<file path="src/rtl/image_packer.sv">
// image_packer: packs a narrow pixel stream into GROUP_NB-lane beats for the
// layers image port, zero-padding and flagging the final beat of each vector.
module image_packer #(
  parameter int                    GROUP_NB   = 4,
  parameter int                    IMG_WIDTH  = 16,
  parameter int                    CFG_DWIDTH = 32,
  parameter int                    CFG_AWIDTH = 5,
  parameter logic [CFG_AWIDTH-1:0] CFG_ADDR   = 5'd6
) (
  input  logic                          clk,
  input  logic                          rst,
  input  logic [CFG_DWIDTH-1:0]         cfg_data,
  input  logic [CFG_AWIDTH-1:0]         cfg_addr,
  input  logic                          cfg_valid,
  input  logic [IMG_WIDTH-1:0]          pixel,
  input  logic                          pixel_val,
  output logic                          pixel_rdy,
  output logic [GROUP_NB*IMG_WIDTH-1:0] image_bus,
  output logic                          image_last,
  output logic                          image_val,
  input  logic                          image_rdy
);

  localparam int LANE_W = $clog2(GROUP_NB);
  localparam int BUS_W  = GROUP_NB * IMG_WIDTH;

  // Configuration and vector-tracking state.
  logic [15:0]       len_q, len_d;
  logic [15:0]       remain_q, remain_d;
  logic [LANE_W-1:0] lane_q, lane_d;
  logic              open_q, open_d;

  // Packing stage: lane registers double as the held group when pack_full is set.
  logic [BUS_W-1:0]  lanes_q, lanes_d;
  logic              pack_full_q, pack_full_d;
  logic              pack_last_q, pack_last_d;

  // Output stage.
  logic [BUS_W-1:0]  bus_q, bus_d;
  logic              last_q, last_d;
  logic              val_q, val_d;
  logic              rdy_q, rdy_d;

  // Datapath helpers.
  logic              cfg_hit;
  logic              pix_fire;
  logic              out_free;
  logic [LANE_W-1:0] cur_lane;
  logic [15:0]       cur_remain;
  logic              grp_done;
  logic              grp_last;
  logic [BUS_W-1:0]  group_bus;

  // Upper config bits carry nothing for this block.
  logic unused_cfg;
  assign unused_cfg = ^cfg_data[CFG_DWIDTH-1:16];

  // Decode handshakes and assemble the group as it would look after this pixel.
  always_comb begin
    cfg_hit    = cfg_valid && (cfg_addr == CFG_ADDR);
    pix_fire   = pixel_val && rdy_q;
    out_free   = !val_q || image_rdy;
    // A closed vector starts from lane 0 with the current configured length.
    cur_lane   = open_q ? lane_q : '0;
    cur_remain = open_q ? remain_q : len_q;
    grp_last   = (cur_remain == 16'd1);
    grp_done   = (cur_lane == LANE_W'(GROUP_NB - 1)) || grp_last;
    group_bus  = '0;
    // Lanes below the write point keep earlier pixels; lanes above read as zero,
    // which gives the padding of a short final group for free.
    for (int k = 0; k < GROUP_NB; k++) begin
      if (k < int'(cur_lane)) begin
        group_bus[k*IMG_WIDTH +: IMG_WIDTH] = lanes_q[k*IMG_WIDTH +: IMG_WIDTH];
      end else if (k == int'(cur_lane)) begin
        group_bus[k*IMG_WIDTH +: IMG_WIDTH] = pixel;
      end
    end
  end

  // Next-state logic for packing, hold buffer, output beat and ready.
  always_comb begin
    // NOTE: every variable gets a default first so no path through this block infers a latch.
    len_d       = len_q;
    remain_d    = remain_q;
    lane_d      = lane_q;
    open_d      = open_q;
    lanes_d     = lanes_q;
    pack_full_d = pack_full_q;
    pack_last_d = pack_last_q;
    bus_d       = bus_q;
    last_d      = last_q;
    val_d       = val_q;

    if (cfg_hit) begin
      len_d = cfg_data[15:0];
    end

    if (pix_fire) begin
      lanes_d  = group_bus;
      remain_d = cur_remain - 16'd1;
      if (grp_done) begin
        lane_d = '0;
        open_d = !grp_last;
      end else begin
        lane_d = cur_lane + LANE_W'(1);
        open_d = 1'b1;
      end
    end

    // A held group has priority; ready is low while holding, so no new
    // group can complete in the same cycle.
    if (out_free) begin
      if (pack_full_q) begin
        bus_d       = lanes_q;
        last_d      = pack_last_q;
        val_d       = 1'b1;
        pack_full_d = 1'b0;
      end else if (pix_fire && grp_done) begin
        bus_d  = group_bus;
        last_d = grp_last;
        val_d  = 1'b1;
      end else begin
        val_d  = 1'b0;
      end
    end else if (pix_fire && grp_done) begin
      pack_full_d = 1'b1;
      pack_last_d = grp_last;
    end

    rdy_d = (len_d != 16'd0) && !pack_full_d;
  end

  // State register with synchronous active-high reset.
  always_ff @(posedge clk) begin
    if (rst) begin
      len_q       <= '0;
      remain_q    <= '0;
      lane_q      <= '0;
      open_q      <= 1'b0;
      // NOTE: lane registers are reset too so a discarded partial group can never resurface.
      lanes_q     <= '0;
      pack_full_q <= 1'b0;
      pack_last_q <= 1'b0;
      bus_q       <= '0;
      last_q      <= 1'b0;
      val_q       <= 1'b0;
      rdy_q       <= 1'b0;
    end else begin
      // NOTE: non-blocking assignments so every flop samples the pre-edge values.
      len_q       <= len_d;
      remain_q    <= remain_d;
      lane_q      <= lane_d;
      open_q      <= open_d;
      lanes_q     <= lanes_d;
      pack_full_q <= pack_full_d;
      pack_last_q <= pack_last_d;
      bus_q       <= bus_d;
      last_q      <= last_d;
      val_q       <= val_d;
      rdy_q       <= rdy_d;
    end
  end

  assign pixel_rdy  = rdy_q;
  assign image_bus  = bus_q;
  assign image_last = last_q;
  assign image_val  = val_q;

endmodule

</file>
<file path="config.mk">
export PLATFORM = sky130hd
export DESIGN_NAME = image_packer
export DESIGN_NICKNAME = d
export VERILOG_FILES = /design/src/rtl/image_packer.sv
export SDC_FILE = /design/constraint.sdc
export NUM_CORES = 1
export LEC_CHECK = 0
export CAP_MARGIN = 20
export CORE_MARGIN = 2
export CORE_UTILIZATION = 50
export CTS_CLUSTER_SIZE = 14
export DETAILED_ROUTE_END_ITERATION = 7
export DONT_BUFFER_PORTS = 1
export SKIP_CTS_REPAIR_TIMING = 1
export SLEW_MARGIN = 20
export SYNTH_ARGS = -nofsm -noshare
export SYNTH_HDL_FRONTEND = slang
export SYNTH_SLANG_ARGS = --single-unit
export TNS_END_PERCENT = 10
</file>
<file path="constraint.sdc">
create_clock -name clk -period 4.45 [get_ports clk]
set_input_delay 0.445 -clock clk [delete_from_list [all_inputs] [get_ports clk]]
set_output_delay 0.445 -clock clk [all_outputs]
set_load 0.005 [all_outputs]
</file>
==> out/qor.yml, run 1 <==
crit_path_start_kind: "register"
track_usage_pct: 24.1
criticalPathCategory: "register to register"
worst_slew_pin_slew_ns: 1.11
drt-initial-drc-count: 552
ir_worst_vdd_uv: 277
synth_cell_types: 58
core_area_um2: 15700
num_rows: 46
fin_util_pct: 53.2
gp_congestion: 0.800
viasPerCell: 6.08
cp-end-kind: "register"
power_density_nw_per_um2: 366
grt_start_max_net_pins: 102
finalSetupViolCount: 0
period_needed_ns: 3.24
relSlewSlack_pct: 26.2
cts-root-buf: "clkbuf_16"
critPathSlowestCell: "or4_4"
path_clk_slew_ns: 0.06
route.detailed.drc: 0
dp_hpwl_um: 13100
place_ws_ns: 1.26
rsz0062_at_grt: "false"
syn_area_um2: 7920
maxCapViolations: 0
die_area_um2: 16900
port_buffers: 0
final_max_slew_viol_count: 0
nets: 927
outcome: "complete, no violations"
crit_top_cell: "buf_4"
diodes: 0
critPathRequiredTime_ns: 4.81
p_leak_uw: 0.00302
synth_ff_type: "dfxtp_1"
cts_buffers: 17
area_growth_pct: 5.25
first_pass_iters: 5
die_y_um: 130
htree_levels: 4
critPathMaxStageDelay_ns: 0.56
min_period_over_period_pct: 72.9
fin_area_um2: 8330
cts.sinks: 168
min_path_type: "input pin to register"
hold_violations: 0
antenna_found_initial: 0
syn_area_per_cell_um2: 8.47
arrival_ns: 3.61
cts_tree: "yes"
clkLatencyLatePin_ns: 0.43
synth_nets: 1000
grt_overflow: 0
ys_warn_count: 0
die_x_um: 130
start_util_pct: 50.6
setup_slack_ns: 1.21
placed_area_um2: 7760
wire_per_inst_um: 18.8
path_max_fanout: 64
fin_skew_ns: 0.00761
clk_path_buf_depth: 2
fmax_mhz: 308
tns_ns: 0
layout-drive-gt1-share_pct: 6.86
antenna_left: 0
synthArstFlopShare_pct: 0
grt_pass1_wl_um: 31800
vias: 6636
ys_seq_area_share_pct: 42.5
num_io_pins: 125
synth_edf_count: 0
crit_chain: "buf_4, or4b_1, or4_4, a2111oi_4, o21a_2, buf_4, o221a_2"
synth-seq-cells: 168
syn-instance-count: 935
first_global_vias: 5995
routed_wl_um: 20500
-- per-stage QoR --
step                total power (µW)  std cells  hold WS, ns
finish                          3050       1091       0.0884
global route                    3160       1091       0.0673
CTS                             3070       1091       0.0778
detailed placement              1680       1059        0.438
global placement                1670       1059        0.433
floorplan                       1680        935        0.432
-- cell type report --
cell class	instances	area (µm²)
Multi-Input combinational cell	656	4020
Fill cell	1477	7320
Clock buffer	25	495
Sequential cell	168	3360
Tap cell	216	270
Inverter	8	31.3
Clock inverter	7	67.6
Timing Repair Buffer	11	82.6
-- sequential cells by signal, summed over array words and instances, names as in the netlist --
| signal | count |
|---|---|
| lanes_q | 64 |
| pack_last_q | 1 |
| open_q | 1 |
| pack_full_q | 1 |
| len_q | 16 |
| image_bus | 64 |
| lane_q | 2 |
| pixel_rdy | 1 |
| remain_q | 16 |
| image_val | 1 |
| image_last | 1 |
-- worst max-delay path, delay by kind of cell (launching register included) --
family	cells	cell delay (ns)
buffers and inverters	2	0.73
AOI/OAI and AO/OA	3	0.98
DFF	1	0.33
and+or+nand+nor	2	1.07
-- worst paths after layout --
path                     from            to  slack [ns]  cells after the start
setup / recovery       open_q  image_bus[2]        1.21                      7
hold / removal            rst   lanes_q[28]        0.09                      1
setup reg to reg       open_q  image_bus[2]        1.21                      7
hold reg to reg   lanes_q[14]   lanes_q[14]        0.45                      2
-- per-layer routing --
metal | GRT usage (%) | part of all wire (%) | wire length (µm) | vias to the layer above
met1 | 31.0 | 44 | 8930 | 3209
li1 | - | - | - | 3229
met5 | 0 | 0 | 0 | -
met2 | 40.0 | 50 | 10100 | 173
met3 | 5.33 | 5.0 | 1030 | 25
met4 | 8.29 | 1.9 | 387 | 0
-- cell usage after synthesis (all sizes together), types with 2 or more instances --
cell	instances	share of area, %
o221ai	2	0.22
nor3	13	0.82
mux2	2	0.28
a221oi	4	0.44
a21oi	79	5.0
nand2	179	8.5
inv	7	0.33
o221a	65	9.2
xnor2	5	0.55
clkbuf	86	4.3
mux2i	40	5.1
o211ai	34	3.2
nand3	86	5.4
or4	5	0.52
o21a	4	0.40
a22oi	4	0.38
and2	3	0.24
o31ai	2	0.19
dfxtp	168	42
or3	5	0.40
o21ai	27	1.7
buf	17	2.2
nor3b	3	0.28
nand3b	3	0.28
nand2b	7	0.55
ha	7	1.1
nor2	38	1.8
a211oi	7	0.66
nor2b	3	0.24
nor4	6	0.47
a31oi	4	0.32
or2	2	0.16
-- cells by family (layout without fill, tap and decap cells) --
| kind of cell | count (synthesis) | in the layout | share of synthesized area [%] |
|---|---|---|---|
| AOI/OAI and AO/OA | 243 | 243 | 23.3 |
| buffers and inverters | 111 | 51 | 6.90 |
| muxes | 42 | 42 | 5.34 |
| adders and majority gates | 7 | 7 | 1.11 |
| xor gates and xnor gates | 6 | 6 | 0.664 |
| and+or+nand+nor | 358 | 358 | 20.2 |
| DFF | 168 | 168 | 42.5 |
-- report_power, final --
part	leakage, µW	internal [µW]	switching [µW]	total [µW]
Combinational	0.00140	43.4	74.1	117
Sequential	0.00135	1520	10.6	1530
Clock	0.000269	827	579	1410
Total	0.00302	2390	664	3050
-- placed cells by master (no fill, tap or decap), types with 9 or more instances in the layout --
cell type,synthesis,final
a21oi_1,79,79
buf_4,0,11
clkbuf_16,0,17
dfxtp_1,168,168
mux2i_1,40,40
nand2_1,179,179
nand3_1,86,86
nor2_1,38,36
nor3_1,13,13
o211ai_1,34,34
o21ai_0,26,26
o221a_1,56,56
o221a_2,9,9
Power figures use the tool's default switching activity.
==> run 2: changes to the inputs <==
==> constraint.sdc (replaced) <==
create_clock -name clk -period 3.05 [get_ports clk]
set_input_delay 0.305 -clock clk [delete_from_list [all_inputs] [get_ports clk]]
set_output_delay 0.305 -clock clk [all_outputs]
set_load 0.005 [all_outputs]
==> run 2 against run 1 <==
Setup slack got worse by 1.0 ns. Global-route usage increased by 0.19 points. Total power increased by 55%. Cell count increased by 0.92%. Utilization increased by 1.3 points. Sequential share of layout area decreased by 0.93 points. Clock power increased by 62%. Worst hold slack got worse by 0.074 ns. Combinational power increased by 74%. Largest power group is now clock. Sequential cell count unchanged. Highest routed layer unchanged.
==> out/qor.yml, run 2 (synthesis results as in run 1) <==
ir_worst_vdd_uv: 383  # +38%
htree_levels: 4  # unchanged
viasPerCell: 6.08  # about the same
most-common-layout-cells: "nand2_1 (179), dfxtp_1 (168), nand3_1 (86), a21oi_1 (79), o221a_1 (56)"
multiInputGateArea_um2: 4020  # -0.12%
cts_buffers: 17  # unchanged
clkLatencyLatePin_ns: 0.43  # about the same
final_max_slew_viol_count: 0  # unchanged
cts_tree: "yes"
gp_congestion: 0.817  # +2.1%
first_pass_iters: 5  # unchanged
fin_area_um2: 8530  # +2.4%
path_max_fanout: 64  # unchanged
cts-root-buf: "clkbuf_16"
grt_overflow: 0  # unchanged
route.detailed.drc: 0  # unchanged
port_buffers: 0  # unchanged
regArea_um2: 3360  # unchanged
relSlewSlack_pct: 42.7  # +17 points
placed_area_um2: 7860  # +1.3%
arrival_ns: 3.23  # -0.38 ns
drt-initial-drc-count: 602  # +9.1%
p_leak_uw: 0.00313  # +3.5%
hold_violations: 0  # unchanged
layout-drive-gt1-share_pct: 7.68  # +0.83 points
finalSetupViolCount: 0  # unchanged
first_global_vias: 6009  # +0.23%
tns_ns: 0  # unchanged
diodes: 0  # unchanged
die_y_um: 130  # unchanged
grt_pass1_wl_um: 32000  # +0.78%
maxCapViolations: 0  # unchanged
fmax_mhz: 349  # +13%
core_area_um2: 15700  # unchanged
fin_skew_ns: 0.00745  # -0.000162 ns
num_io_pins: 125  # unchanged
start_util_pct: 50.6  # unchanged
wire_per_inst_um: 19.0  # +1.3%
antenna_left: 0  # unchanged
setup_slack_ns: 0.182  # -1.03 ns
die_x_um: 130  # unchanged
place_ws_ns: 0.242  # -1.01 ns
timing.hold.ws_ns: 0.0149  # -0.0736 ns
holdPathStages: 2  # +1
criticalPathCategory: "register to register"
min_period_over_period_pct: 94.0  # +21 points
antenna_found_initial: 0  # unchanged
outcome: "complete, no violations"
cp-end-kind: "register"
r2r_cells: 6  # -1
final_common_cell: "nand2_1"
routed_wl_um: 21000  # +2.2%
track_usage_pct: 24.3  # +0.19 points
r2r_slack_ns: 0.18  # -1.03 ns
fillCellCount: 1464  # -0.88%
critPathRequiredTime_ns: 3.41  # -1.40 ns
crit_path_start_kind: "register"
fin_util_pct: 54.5  # +1.3 points
cts.sinks: 168  # unchanged
grt_start_max_net_pins: 102  # unchanged
dp_hpwl_um: 13200  # +0.70%
nets: 937  # +1.1%
clk_path_buf_depth: 2  # unchanged
die_area_um2: 16900  # unchanged
num_rows: 46  # unchanged
area_growth_pct: 7.73
period_needed_ns: 2.87  # -0.375 ns
rsz0062_at_grt: "false"
vias: 6696  # +0.90%
path_clk_slew_ns: 0.06  # about the same
min_path_type: "input pin to register"
power_density_nw_per_um2: 553  # +51%
worst_slew_pin_slew_ns: 0.858  # -0.249 ns
## run 2: cell types whose count changed in the layout (fill, tap and decap cells not counted), moves of 2 or more
cell,before,now
clkbuf_8,4,2
buf_12,0,3
clkinv_2,4,1
buf_4,11,16
bufinv_16,1,4
clkinv_4,0,2
## run 2: final timing paths
check | startpoint | to
hold / removal | pixel[8] | lanes_q[8]
setup / recovery | remain_q[4] | image_bus[4]
setup reg to reg | remain_q[4] | image_bus[4]
hold reg to reg | lane_q[1] | lane_q[1]
## run 2: stage by stage
| stage | std cells | total power, µW |
|---|---|---|
| 6_report | 1101 | 4720 |
| 5_1_grt | 1101 | 4870 |
| 4_1_cts | 1099 | 4730 |
| 3_5_place_dp | 1067 | 2450 |
| 3_3_place_gp | 1067 | 2440 |
| 2_1_floorplan | 935 | 2450 |
## run 2: final cells by class
cell class / instances / area share, %
clock buffers: 22 / 5.44
clock inverters: 10 / 1.95
inverters: 8 / 0.352
multi-input cells: 656 / 47.1
flip-flops and latches: 168 / 39.4
well taps: 216 / 3.17
repair buffers: 21 / 2.55
## run 2: critical path: stages (launching register included)
cell and delay, ns:
dfxtp_1 0.36, or4b_1 0.60, or4_4 0.57, a2111oi_4 0.49
o21a_2 0.23, buf_12 0.25, o221a_1 0.23
## run 2: metal layers
layer	global-route usage [%]	routed length, µm
met5	0	0
met4	9.99	546
met2	39.4	10200
met3	4.55	1010
met1	31.8	9200
## run 2: report_power, final
group	switching [µW]	internal (µW)
Combinational	133	70.3
Clock	873	1420
Sequential	15.7	2210
Total	1020	3700
==> run 3: changes to the inputs <==
==> constraint.sdc (replaced) <==
create_clock -name clk -period 3.05 [get_ports clk]
set_input_delay 0.61 -clock clk [delete_from_list [all_inputs] [get_ports clk]]
set_output_delay 0.61 -clock clk [all_outputs]
set_load 0.005 [all_outputs]
==> run 3 against run 2 <==
Sequential power is essentially flat. Clock skew rose by 0.0085 ns. Fmax grew 0.92%. Cell count barely moved. Worst hold slack improved by 0.23 ns. Largest power group unchanged. Largest cell class unchanged. Critical endpoint is now image_bus[44]. Critical path type unchanged. Total power decreased by 0.27%. Global-route usage grew 0.52 points. Die area unchanged.
==> out/qor.yml, run 3 (synthesis results as in run 1) <==
grt_use_met2_pct: 42.6  # +3.2 points
grt_pass1_wl_um: 32500  # +1.5%
nets: 936  # -0.11%
grt_util_met1_pct: 29.2  # -2.7 points
ir_worst_vdd_uv: 371  # -3.2%
p_sw_share_pct: 21.2  # -0.47 points
antenna_left: 0  # unchanged
final_max_slew_viol_count: 0  # unchanged
relSlewSlack_pct: 51.5  # +8.7 points
cts_buffers: 17  # unchanged
antenna_found_initial: 0  # unchanged
htree_levels: 4  # unchanged
layout-drive-gt1-share_pct: 7.92  # +0.23 points
most-common-layout-cells: "nand2_1 (179), dfxtp_1 (168), nand3_1 (86), a21oi_1 (79), o221a_1 (56)"
p_leak_uw: 0.00313  # -0.13%
cts_tree: "yes"
path_clk_slew_ns: 0.07  # about the same
core_area_um2: 15700  # unchanged
min_period_over_period_pct: 93.2  # -0.86 points
criticalPathCategory: "register to register"
num_io_pins: 125  # unchanged
dp_hpwl_um: 13400  # +1.8%
power_density_nw_per_um2: 553  # about the same
critPathRequiredTime_ns: 3.41  # about the same
p_int_uw: 3710  # +0.32%
final_common_cell: "nand2_1"
fin_skew_ns: 0.0159  # +0.00846 ns
diodes: 0  # unchanged
final_cells: 1100  # -0.091%
tns_ns: 0  # unchanged
grt_overflow: 0  # unchanged
fillCellCount: 1461  # -0.20%
maxCapViolations: 0  # unchanged
grt_start_max_net_pins: 102  # unchanged
route.detailed.drc: 0  # unchanged
path_max_fanout: 64  # unchanged
clkLatencyLatePin_ns: 0.43  # about the same
clk_path_buf_depth: 2  # unchanged
crit_start: "remain_q[4]"
worst_slew_pin_slew_ns: 0.723  # -0.135 ns
power_frac_seq_pct: 47.3  # about the same
routed_wl_um: 20900  # -0.18%
reg2reg_from: "remain_q[4]"
crit_path_start_kind: "register"
port_buffers: 0  # unchanged
drt-initial-drc-count: 507  # -16%
vias: 6733  # +0.55%
first_global_vias: 6258  # +4.1%
viasPerCell: 6.12  # +0.64%
p_clk_share_pct: 49.0  # +0.5 points
cts-root-buf: "clkbuf_16"
first_pass_iters: 7  # +2
fmax_mhz: 352  # +0.92%
cts.sinks: 168  # unchanged
period_needed_ns: 2.84  # -0.0261 ns
wire_per_inst_um: 19.0  # about the same
die_y_um: 130  # unchanged
outcome: "complete, no violations"
min_path_type: "input pin to register"
rsz0062_at_grt: "false"
hold_violations: 0  # unchanged
switchingPower_uw: 997  # -2.4%
gp_congestion: 0.828  # +1.4%
arrival_ns: 3.21  # -0.02 ns
finalSetupViolCount: 0  # unchanged
start_util_pct: 50.6  # unchanged
die_x_um: 130  # unchanged
area_growth_pct: 7.44
track_usage_pct: 24.8  # +0.52 points
hp-start: "rst"
cp-end-kind: "register"
num_rows: 46  # unchanged
comb_power_share_pct: 3.7  # -0.6 points
grtUsageMet3_pct: 5.99  # +1.4 points
busiest_layer: "met2"
die_area_um2: 16900  # unchanged
placed_cells: 1068  # +0.094%
==> run 3: changes by cell type in the layout (fill, tap and decap cells not counted), sizes merged <==
cell / delta
dlygate4sd3: -1
clkbuf: -1
clkinv: +1
==> run 3: layer usage <==
layer	wire length [µm]	share of wire, %	vias up
met3	1290	6.2	35
li1	-	-	3251
met4	558	2.7	0
met1	8610	41	3240
met2	10500	50	207
met5	0	0	-
==> run 3: final cells by class <==
class / count / area, µm² / area share, %
multi-input cells: 656 / 4020 / 47.2
flip-flops and latches: 168 / 3360 / 39.5
clock buffers: 21 / 470 / 5.53
well taps: 216 / 270 / 3.18
repair buffers: 20 / 188 / 2.21
clock inverters: 11 / 168 / 1.97
inverters: 8 / 30.0 / 0.353
==> run 3: stage by stage <==
step                worst slack (ns)  hold WS, ns  power (µW)  cell area [µm²]  utilization, %
finish                         0.208        0.240        4710             8510            54.3
global route                  0.0546        0.224        4870             8510            54.3
global placement               0.292        0.432        2440             7870            50.3
CTS                            0.236        0.224        4750             8510            54.3
detailed placement             0.272        0.438        2450             7870            50.3
floorplan                     0.0620        0.432        2450             7920               -
==> run 3: critical path, cell delays in order, from the launching register on <==
cell,delay (ns)
dfxtp_1,0.36
or4b_1,0.59
or4_4,0.57
a2111oi_4,0.47
o21a_2,0.23
buf_12,0.24
o221a_1,0.25
==> run 3: power by group through the flow <==
stage	Clock [µW]	Combinational [µW]	Sequential, µW
finish	2310	175	2230
global route	2450	194	2230
CTS	2350	175	2230
detailed placement	0	174	2270
global placement	0	168	2270
floorplan	0	180	2270
==> run 3: final timing paths <==
| path | to | slack [ns] | depth (start not counted) |
|---|---|---|---|
| setup reg to reg | image_bus[44] | 0.21 | 6 |
| hold / removal | image_val | 0.24 | 1 |
| hold reg to reg | lanes_q[44] | 0.45 | 2 |
| setup / recovery | image_bus[44] | 0.21 | 6 |
